File: src/rtl/sprite_cmd_scheduler_pkg.sv
// Shared types and constants for the sprite command scheduler: word layout,
// reserved component/action codes and the scheduler FSM encoding.
package sprite_cmd_pkg;

  localparam int COMP_LSB   = 26;
  localparam int CHILD_LSB  = 21;
  localparam int ACTION_LSB = 17;
  localparam int TYPE_LSB   = 14;
  localparam int BUF_BIT    = 13;

  localparam logic [3:0] ACT_FLIP   = 4'hF;
  localparam logic [3:0] ACT_UPDATE = 4'h1;
  localparam logic [5:0] COMP_NOP   = 6'd0;

  typedef struct packed {
    logic [5:0]  component;
    logic [4:0]  child;
    logic [3:0]  action;
    logic [2:0]  action_type;
    logic        buffer;
    logic [12:0] data;
  } sprite_cmd_t;

  typedef enum logic [1:0] {
    ST_ACTIVE = 2'd0,
    ST_DRAIN  = 2'd1,
    ST_FLIP   = 2'd2,
    ST_DONE   = 2'd3
  } sched_state_t;

  function automatic logic [31:0] make_word(input logic [5:0] comp, input logic [4:0] child,
                                            input logic [3:0] action, input logic [2:0] atype,
                                            input logic buf_idx, input logic [12:0] data);
    return (32'(comp) << COMP_LSB) | (32'(child) << CHILD_LSB) |
           (32'(action) << ACTION_LSB) | (32'(atype) << TYPE_LSB) |
           (32'(buf_idx) << BUF_BIT) | 32'(data);
  endfunction

  // Flip broadcast: addressed to one component, carrying the new display buffer.
  function automatic logic [31:0] flip_word(input logic [5:0] id, input logic buf_idx);
    return make_word(id, 5'd0, ACT_FLIP, 3'd0, buf_idx, 13'd0);
  endfunction

endpackage

File: src/rtl/sprite_cmd_scheduler_if.sv
// Software command port of the scheduler (Avalon-style write-only port).
// Handshake: cmd_write is a one-cycle strobe carrying cmd_writedata; there is no
// ready/backpressure, so a strobe while the queue is full is dropped and flagged.
interface sprite_cmd_if;
  logic        cmd_write;
  logic [31:0] cmd_writedata;

  modport master (output cmd_write, output cmd_writedata);
  modport slave  (input  cmd_write, input  cmd_writedata);
endinterface

File: src/rtl/sprite_cmd_scheduler_cmd_fifo.sv
// Single-clock show-ahead FIFO holding queued sprite command words.
module cmd_fifo #(
  parameter int DEPTH = 16,
  localparam int AW = $clog2(DEPTH)
) (
  input  logic          clk,
  input  logic          reset,
  input  logic          i_push,
  input  logic [31:0]   i_data,
  input  logic          i_pop,
  output logic [31:0]   o_data,
  output logic [AW:0]   o_count,
  output logic          o_full,
  output logic          o_empty
);

  logic [31:0]   r_mem [DEPTH];
  logic [AW-1:0] r_wr_ptr;
  logic [AW-1:0] r_rd_ptr;
  logic [AW:0]   r_count;
  logic          w_push;
  logic          w_pop;

  assign o_full  = (r_count == (AW+1)'(DEPTH));
  assign o_empty = (r_count == '0);
  assign o_count = r_count;
  assign o_data  = r_mem[r_rd_ptr];

  // Full/empty use the pre-cycle count, so a push while full is lost even if a
  // pop frees a slot in the same cycle.
  assign w_push = i_push & ~o_full;
  assign w_pop  = i_pop & ~o_empty;

  always_ff @(posedge clk) begin
    if (w_push) r_mem[r_wr_ptr] <= i_data;
  end

  always_ff @(posedge clk) begin
    if (reset) begin
      r_wr_ptr <= '0;
      r_rd_ptr <= '0;
      r_count  <= '0;
    end else begin
      if (w_push) r_wr_ptr <= r_wr_ptr + 1'b1;
      if (w_pop)  r_rd_ptr <= r_rd_ptr + 1'b1;
      case ({w_push, w_pop})
        2'b10:   r_count <= r_count + 1'b1;
        2'b01:   r_count <= r_count - 1'b1;
        default: r_count <= r_count;
      endcase
    end
  end

endmodule

File: src/rtl/sprite_cmd_scheduler.sv
// Queues software sprite commands and releases them during vertical blanking,
// stamping the back-buffer index and broadcasting a tear-free flip on COMMIT.
module sprite_cmd_scheduler
  import sprite_cmd_pkg::*;
#(
  parameter int          FIFO_DEPTH = 16,
  parameter int          V_ACTIVE   = 480,
  parameter logic [63:0] FLIP_MASK  = 64'h0000_0000_0000_01FE,
  localparam int         CW         = $clog2(FIFO_DEPTH) + 1
) (
  input  logic          clk,
  input  logic          reset,
  sprite_cmd_if.slave   cmd,
  input  logic [9:0]    vcount,
  output logic [31:0]   writedata,
  output logic          front_buffer,
  output logic [CW-1:0] fifo_count,
  output logic          fifo_full,
  output logic          overflow,
  output logic [15:0]   frame_count,
  output sched_state_t  dbg_state
);

  localparam logic [9:0] VBLANK_LINE = 10'(V_ACTIVE);

  sched_state_t r_state;
  logic [31:0]  r_writedata;
  logic         r_front;
  logic [15:0]  r_frame_count;
  logic [5:0]   r_scan;
  logic         r_vblank_q;
  logic         r_overflow;

  logic         w_vblank;
  logic         w_vblank_rise;
  logic         w_back;
  logic         w_pop;
  logic         w_empty;
  logic         w_full;
  logic [31:0]  w_head_word;
  sprite_cmd_t  w_head;
  sprite_cmd_t  w_stamped;

  cmd_fifo #(.DEPTH(FIFO_DEPTH)) u_fifo (
    .clk     (clk),
    .reset   (reset),
    .i_push  (cmd.cmd_write),
    .i_data  (cmd.cmd_writedata),
    .i_pop   (w_pop),
    .o_data  (w_head_word),
    .o_count (fifo_count),
    .o_full  (w_full),
    .o_empty (w_empty)
  );

  assign w_vblank      = (vcount >= VBLANK_LINE);
  assign w_vblank_rise = w_vblank & ~r_vblank_q;
  assign w_back        = ~r_front;
  assign w_head        = sprite_cmd_t'(w_head_word);
  assign w_pop         = (r_state == ST_DRAIN) & w_vblank & ~w_empty;

  always_comb begin
    w_stamped        = w_head;
    w_stamped.buffer = w_back;
  end

  always_ff @(posedge clk) begin
    if (reset) begin
      r_state       <= ST_ACTIVE;
      r_writedata   <= '0;
      r_front       <= 1'b0;
      r_frame_count <= '0;
      r_scan        <= '0;
      r_vblank_q    <= 1'b0;
      r_overflow    <= 1'b0;
    end else begin
      r_vblank_q  <= w_vblank;
      r_writedata <= '0;
      if (cmd.cmd_write && w_full) r_overflow <= 1'b1;

      case (r_state)
        ST_ACTIVE: begin
          if (w_vblank_rise) r_state <= ST_DRAIN;
        end

        ST_DRAIN: begin
          if (!w_vblank) begin
            r_state <= ST_ACTIVE;
          end else if (w_empty) begin
            r_state <= ST_DONE;
          end else if (w_head.component == COMP_NOP) begin
            // Component 0 is never broadcast: COMMIT starts the flip, anything else is dropped.
            if (w_head.action == ACT_FLIP) begin
              r_state <= ST_FLIP;
              r_scan  <= '0;
            end
          end else begin
            r_writedata <= w_stamped;
          end
        end

        ST_FLIP: begin
          // The sweep ignores vblank so every component flips within 64 clocks.
          if (FLIP_MASK[r_scan]) r_writedata <= flip_word(r_scan, w_back);
          if (r_scan == 6'd63) begin
            r_front       <= w_back;
            r_frame_count <= r_frame_count + 16'd1;
            r_state       <= ST_DONE;
          end else begin
            r_scan <= r_scan + 6'd1;
          end
        end

        ST_DONE: begin
          if (!w_vblank) r_state <= ST_ACTIVE;
        end

        default: r_state <= ST_ACTIVE;
      endcase
    end
  end

  assign writedata    = r_writedata;
  assign front_buffer = r_front;
  assign fifo_full    = w_full;
  assign overflow     = r_overflow;
  assign frame_count  = r_frame_count;
  assign dbg_state    = r_state;

endmodule

File: src/flat_wrapper.sv
// flat-port wrapper written by rule: the top's interface ports become plain ports
module sprite_cmd_scheduler_flat import sprite_cmd_pkg::*;
#(
  parameter int          FIFO_DEPTH = 16,
  parameter int          V_ACTIVE   = 480,
  parameter logic [63:0] FLIP_MASK  = 64'h0000_0000_0000_01FE,
  localparam int         CW         = $clog2(FIFO_DEPTH) + 1
)
  (clk, reset, vcount, writedata, front_buffer, fifo_count, fifo_full, overflow, frame_count, dbg_state, cmd_cmd_write, cmd_cmd_writedata);
  sprite_cmd_if cmd_i ();
  input  logic clk;
  input  logic reset;
  input  logic [9:0] vcount;
  output logic [31:0] writedata;
  output logic front_buffer;
  output logic [CW-1:0] fifo_count;
  output logic fifo_full;
  output logic overflow;
  output logic [15:0] frame_count;
  output sched_state_t dbg_state;
  input wire logic [$bits(cmd_i.cmd_write)-1:0] cmd_cmd_write;
  input wire logic [$bits(cmd_i.cmd_writedata)-1:0] cmd_cmd_writedata;
  assign cmd_i.cmd_write = cmd_cmd_write;
  assign cmd_i.cmd_writedata = cmd_cmd_writedata;
  sprite_cmd_scheduler #(.FIFO_DEPTH(FIFO_DEPTH), .V_ACTIVE(V_ACTIVE), .FLIP_MASK(FLIP_MASK)) u_core (.clk(clk), .reset(reset), .cmd(cmd_i), .vcount(vcount), .writedata(writedata), .front_buffer(front_buffer), .fifo_count(fifo_count), .fifo_full(fifo_full), .overflow(overflow), .frame_count(frame_count), .dbg_state(dbg_state));
endmodule
File: config.mk
export PLATFORM = sky130hd
export DESIGN_NAME = sprite_cmd_scheduler_flat
export DESIGN_NICKNAME = d
export VERILOG_FILES = /design/src/rtl/sprite_cmd_scheduler_pkg.sv /design/src/rtl/sprite_cmd_scheduler_if.sv /design/src/rtl/sprite_cmd_scheduler_cmd_fifo.sv /design/src/rtl/sprite_cmd_scheduler.sv /design/src/flat_wrapper.sv
export SDC_FILE = /design/constraint.sdc
export NUM_CORES = 1
export LEC_CHECK = 0
export CAP_MARGIN = 20
export CORE_MARGIN = 10
export CORE_UTILIZATION = 40
export DETAILED_ROUTE_END_ITERATION = 12
export DONT_BUFFER_PORTS = 1
export GPL_ROUTABILITY_DRIVEN = 0
export SLEW_MARGIN = 20
export SYNTH_ARGS = -nofsm -noshare
export SYNTH_HDL_FRONTEND = slang
export SYNTH_SLANG_ARGS = --single-unit
File: constraint.sdc
create_clock -name clk -period 4.3 [get_ports clk]
set_clock_uncertainty 0.15 [all_clocks]
set_input_delay 0.43 -clock clk [delete_from_list [all_inputs] [get_ports clk]]
set_output_delay 0.43 -clock clk [all_outputs]
set_load 0.03 [all_outputs]
==> results by group <==
Pwr
  • Switching Power: 2.59 mW
  • P_int: 9.10 mW
  • Share of power burned in the clock network: 0.407
  • Leakage power: 7.88 nW
  • Sw Ratio: 0.222
  • VDD IR-drop max: 0.000323 V
  • Final Power: 11.7 mW
  • Power share of the sequential group: 0.530
  • Comb power frac: 0.063
  • Cell Pwr Density: 464 nW/um^2

Worst setup path
  • Delay-heaviest family, CP: simple AND/OR/NAND/NOR gates
  • Arrival time worst endpoint: 4.11 ns
  • CP Buf/Inv Count: 1
  • CP max-delay cell: nor4_1
  • Crit-path max FO: 18
  • Element type at the critical path start: flip-flop
  • Worst EP required: 4.68 ns
  • Crit Path Class: flip-flop to flip-flop
  • Slowest stage delay, CP: 0.64 ns
  • CP cell instances: buf_4, mux4_2, a22o_1, nor2_1, nor4_1, nand4_4, mux2i_1, or4_1, a21o_1, a211oi_2
  • Crit path capture type: flip-flop

STA
  • Fin. max-slew vios: 0
  • Worst slew pin tran: 0.838 ns
  • Minimum clock period: 3.73 ns
  • TNS Setup: 0 ns
  • Final setup fails: 0
  • Hold WS: 0.167 ns
  • Slew headroom: 0.440
  • Crit share post-route: 0.868
  • Final hold violations: 0
  • Fmax: 268 MHz
  • RSZ-0062 raised after global routing: false

Clock network
  • Num CTS Buffers: 59
  • Longest Clk Path Bufs: 3
  • CTS root buf: clkbuf_16
  • CTS tree: done
  • Clock Latency Late Sink: 0.63 ns
  • CTS sink cnt: 573
  • H-tree depth: 2
  • Clk pin slew, worst setup/hold paths: 0.06 ns
  • CTS resizes: 0

Finish
  • Multi-input logic area: 5200 um^2
  • Design area: 25200 um^2
  • Non-filler cells, final: 1898
  • Fraction of layout cells with a size suffix above 1: 0.244
  • Storage cell area: 16400 um^2
  • Most common cell after layout, fill and taps aside: edfxtp_1
  • Total Nets Final: 1213
  • Most frequent cells in the layout: edfxtp_1 (496), mux4_2 (144), dfxtp_1 (74), clkbuf_16 (60), nor2_1 (53)
  • Fillers: 4444
  • Area grow syn2layout: 15.4%

Yosys
  • Synthesized flop and latch total: 573
  • Register area share after synthesis: 0.754
  • Synth area leaders: edfxtp_1 (68%), mux4_2 (15%), dfxtp_1 (7.1%), nor2_1 (1.1%), ha_1 (0.92%)
  • Post-synth EDFFs: 496
  • Syn nets: 1135
  • Distinct cells, synth: 50
  • Avg Cell Area, Syn: 20.3 um^2
  • Cell area after synthesis: 21800 um^2
  • Area share of the largest cell type after synthesis: 0.683
  • Syn Inst Count: 1073
  • Top cell type by total area after synthesis: edfxtp_1
  • Asr flop ratio synth: 0
  • Yosys warnings: 0
  • Top FF cell, synth: edfxtp_1

Floorplan
  • Die Wd: 254 um
  • Row Count: 85
  • Chip height: 254 um
  • # IOs: 103
  • Core ar.: 53900 um^2
  • Initial Utilization: 0.405
  • Die area: 64300 um^2

Run
  • Max Cap Viol: 0

Routing
  • DR DRC count: 0
  • Routed Antenna Nets: 0
  • M1 WL: 20200 um
  • WL met2: 23200 um
  • Drt first-iter violations: 850
  • Vias: 10314
  • Pre-antenna DRT Iters: 5
  • Vias per cell: 5.43
  • Top sig layer: met5
  • DR WL/cell: 24.9 um
  • WL final: 47400 um
  • Met3 routed wirelength: 3250 um

Placement
  • Placed Area: 23000 um^2
  • DP Cell Count: 1749
  • Dpl hpwl: 26000 um
  • Buffers added on ports: 0

Global routing
  • GRT Total Usage: 0.149
  • Vias in the first global route: 10698
  • Largest net degree at the start of global routing: 44
  • First-pass GRT wire length: 71200 um
  • Gr ovfl total: 0
  • Initial antenna violation count: 4

Hold path
  • HP Class: input port to flip-flop

Outcome
  • Outcome: finished clean
worst min-delay path: cells and delay by family:
kind            cells  cell delay (ns)
compound gates      3             0.46
area by class of cell:
class / instances / share of cell area
clock buffers: 75 / 0.0631
inverters: 14 / 0.00209
clock inverters: 36 / 0.00994
flip-flops and latches: 573 / 0.653
diodes: 1 / 0.0000994
multi-input cells: 433 / 0.207
well taps: 696 / 0.0346
repair buffers: 70 / 0.0304
registers in the layout, indices dropped and copies added, names as in the netlist, named ones only:
name                    cells
u_core.dbg_state            1
u_core.frame_count         16
u_core.front_buffer         1
u_core.overflow             1
u_core.r_scan               6
u_core.r_vblank_q           1
u_core.u_fifo.o_count       5
u_core.u_fifo.r_mem       496
u_core.u_fifo.r_rd_ptr      4
u_core.u_fifo.r_wr_ptr      4
u_core.writedata           32
cell usage after synthesis (5+ instances only):
master	number
xnor2_1	7
nand2b_1	5
edfxtp_1	496
clkbuf_1	29
a22o_1	9
xor2_1	16
nor2_1	65
or3_1	6
inv_1	14
nand3_1	11
buf_1	14
o21ai_0	12
nand2_1	27
dfxtp_1	77
nand4_1	8
a22oi_1	19
ha_1	16
mux4_2	144
and3_1	21
a21oi_1	23
power by group through the flow:
stage,combinational (mW),clock (mW),sequential [mW]
floorplan,0.516,0,6.30
global placement,0.650,0,6.32
detailed placement,0.655,0,6.32
CTS,0.751,4.88,6.20
global route,0.808,5.11,6.21
finish,0.735,4.75,6.20
final timing paths:
check                        start             endpoint  slack, ns  cells past startpoint
setup / recovery         flip-flop            flip-flop       0.57                     10
hold / removal           vcount[9]  u_core.dbg_state[0]       0.17                      3
setup reg to reg         flip-flop            flip-flop       0.57                     10
hold reg to reg   u_core.r_scan[1]     u_core.r_scan[1]       0.39                      2
metal layers:
metal  vias to the layer above  global-route usage
met5                         -                   0
met4                         6              0.0370
met3                        60              0.0377
met2                       261               0.244
met1                      5443               0.197
li1                       4544                   -
cells by family (layout without fill, tap and decap cells):
group,count (synthesis),count (layout),synth area share
fa+ha+maj,17,17,0.0101
compound gates,77,77,0.0237
xor+xnor,23,23,0.00924
simple gates,167,167,0.0384
buf+inv,67,195,0.0133
other cells,0,1,0
flops,573,573,0.754
mux,149,149,0.152
metrics by stage:
| step | utilization | setup WS (ns) |
|---|---|---|
| floorplan | - | 0.229 |
| global route | 0.467 | 0.281 |
| CTS | 0.467 | 0.496 |
| detailed placement | 0.426 | 0.544 |
| global placement | 0.426 | 0.549 |
| finish | 0.467 | 0.568 |
what timing repair did:
action | CTS | global route
buffers inserted | 0 | 0
hold buffers | 37 | 0
endpoints found under the hold margin | 548 | 0
Power figures use the tool's default switching activity.
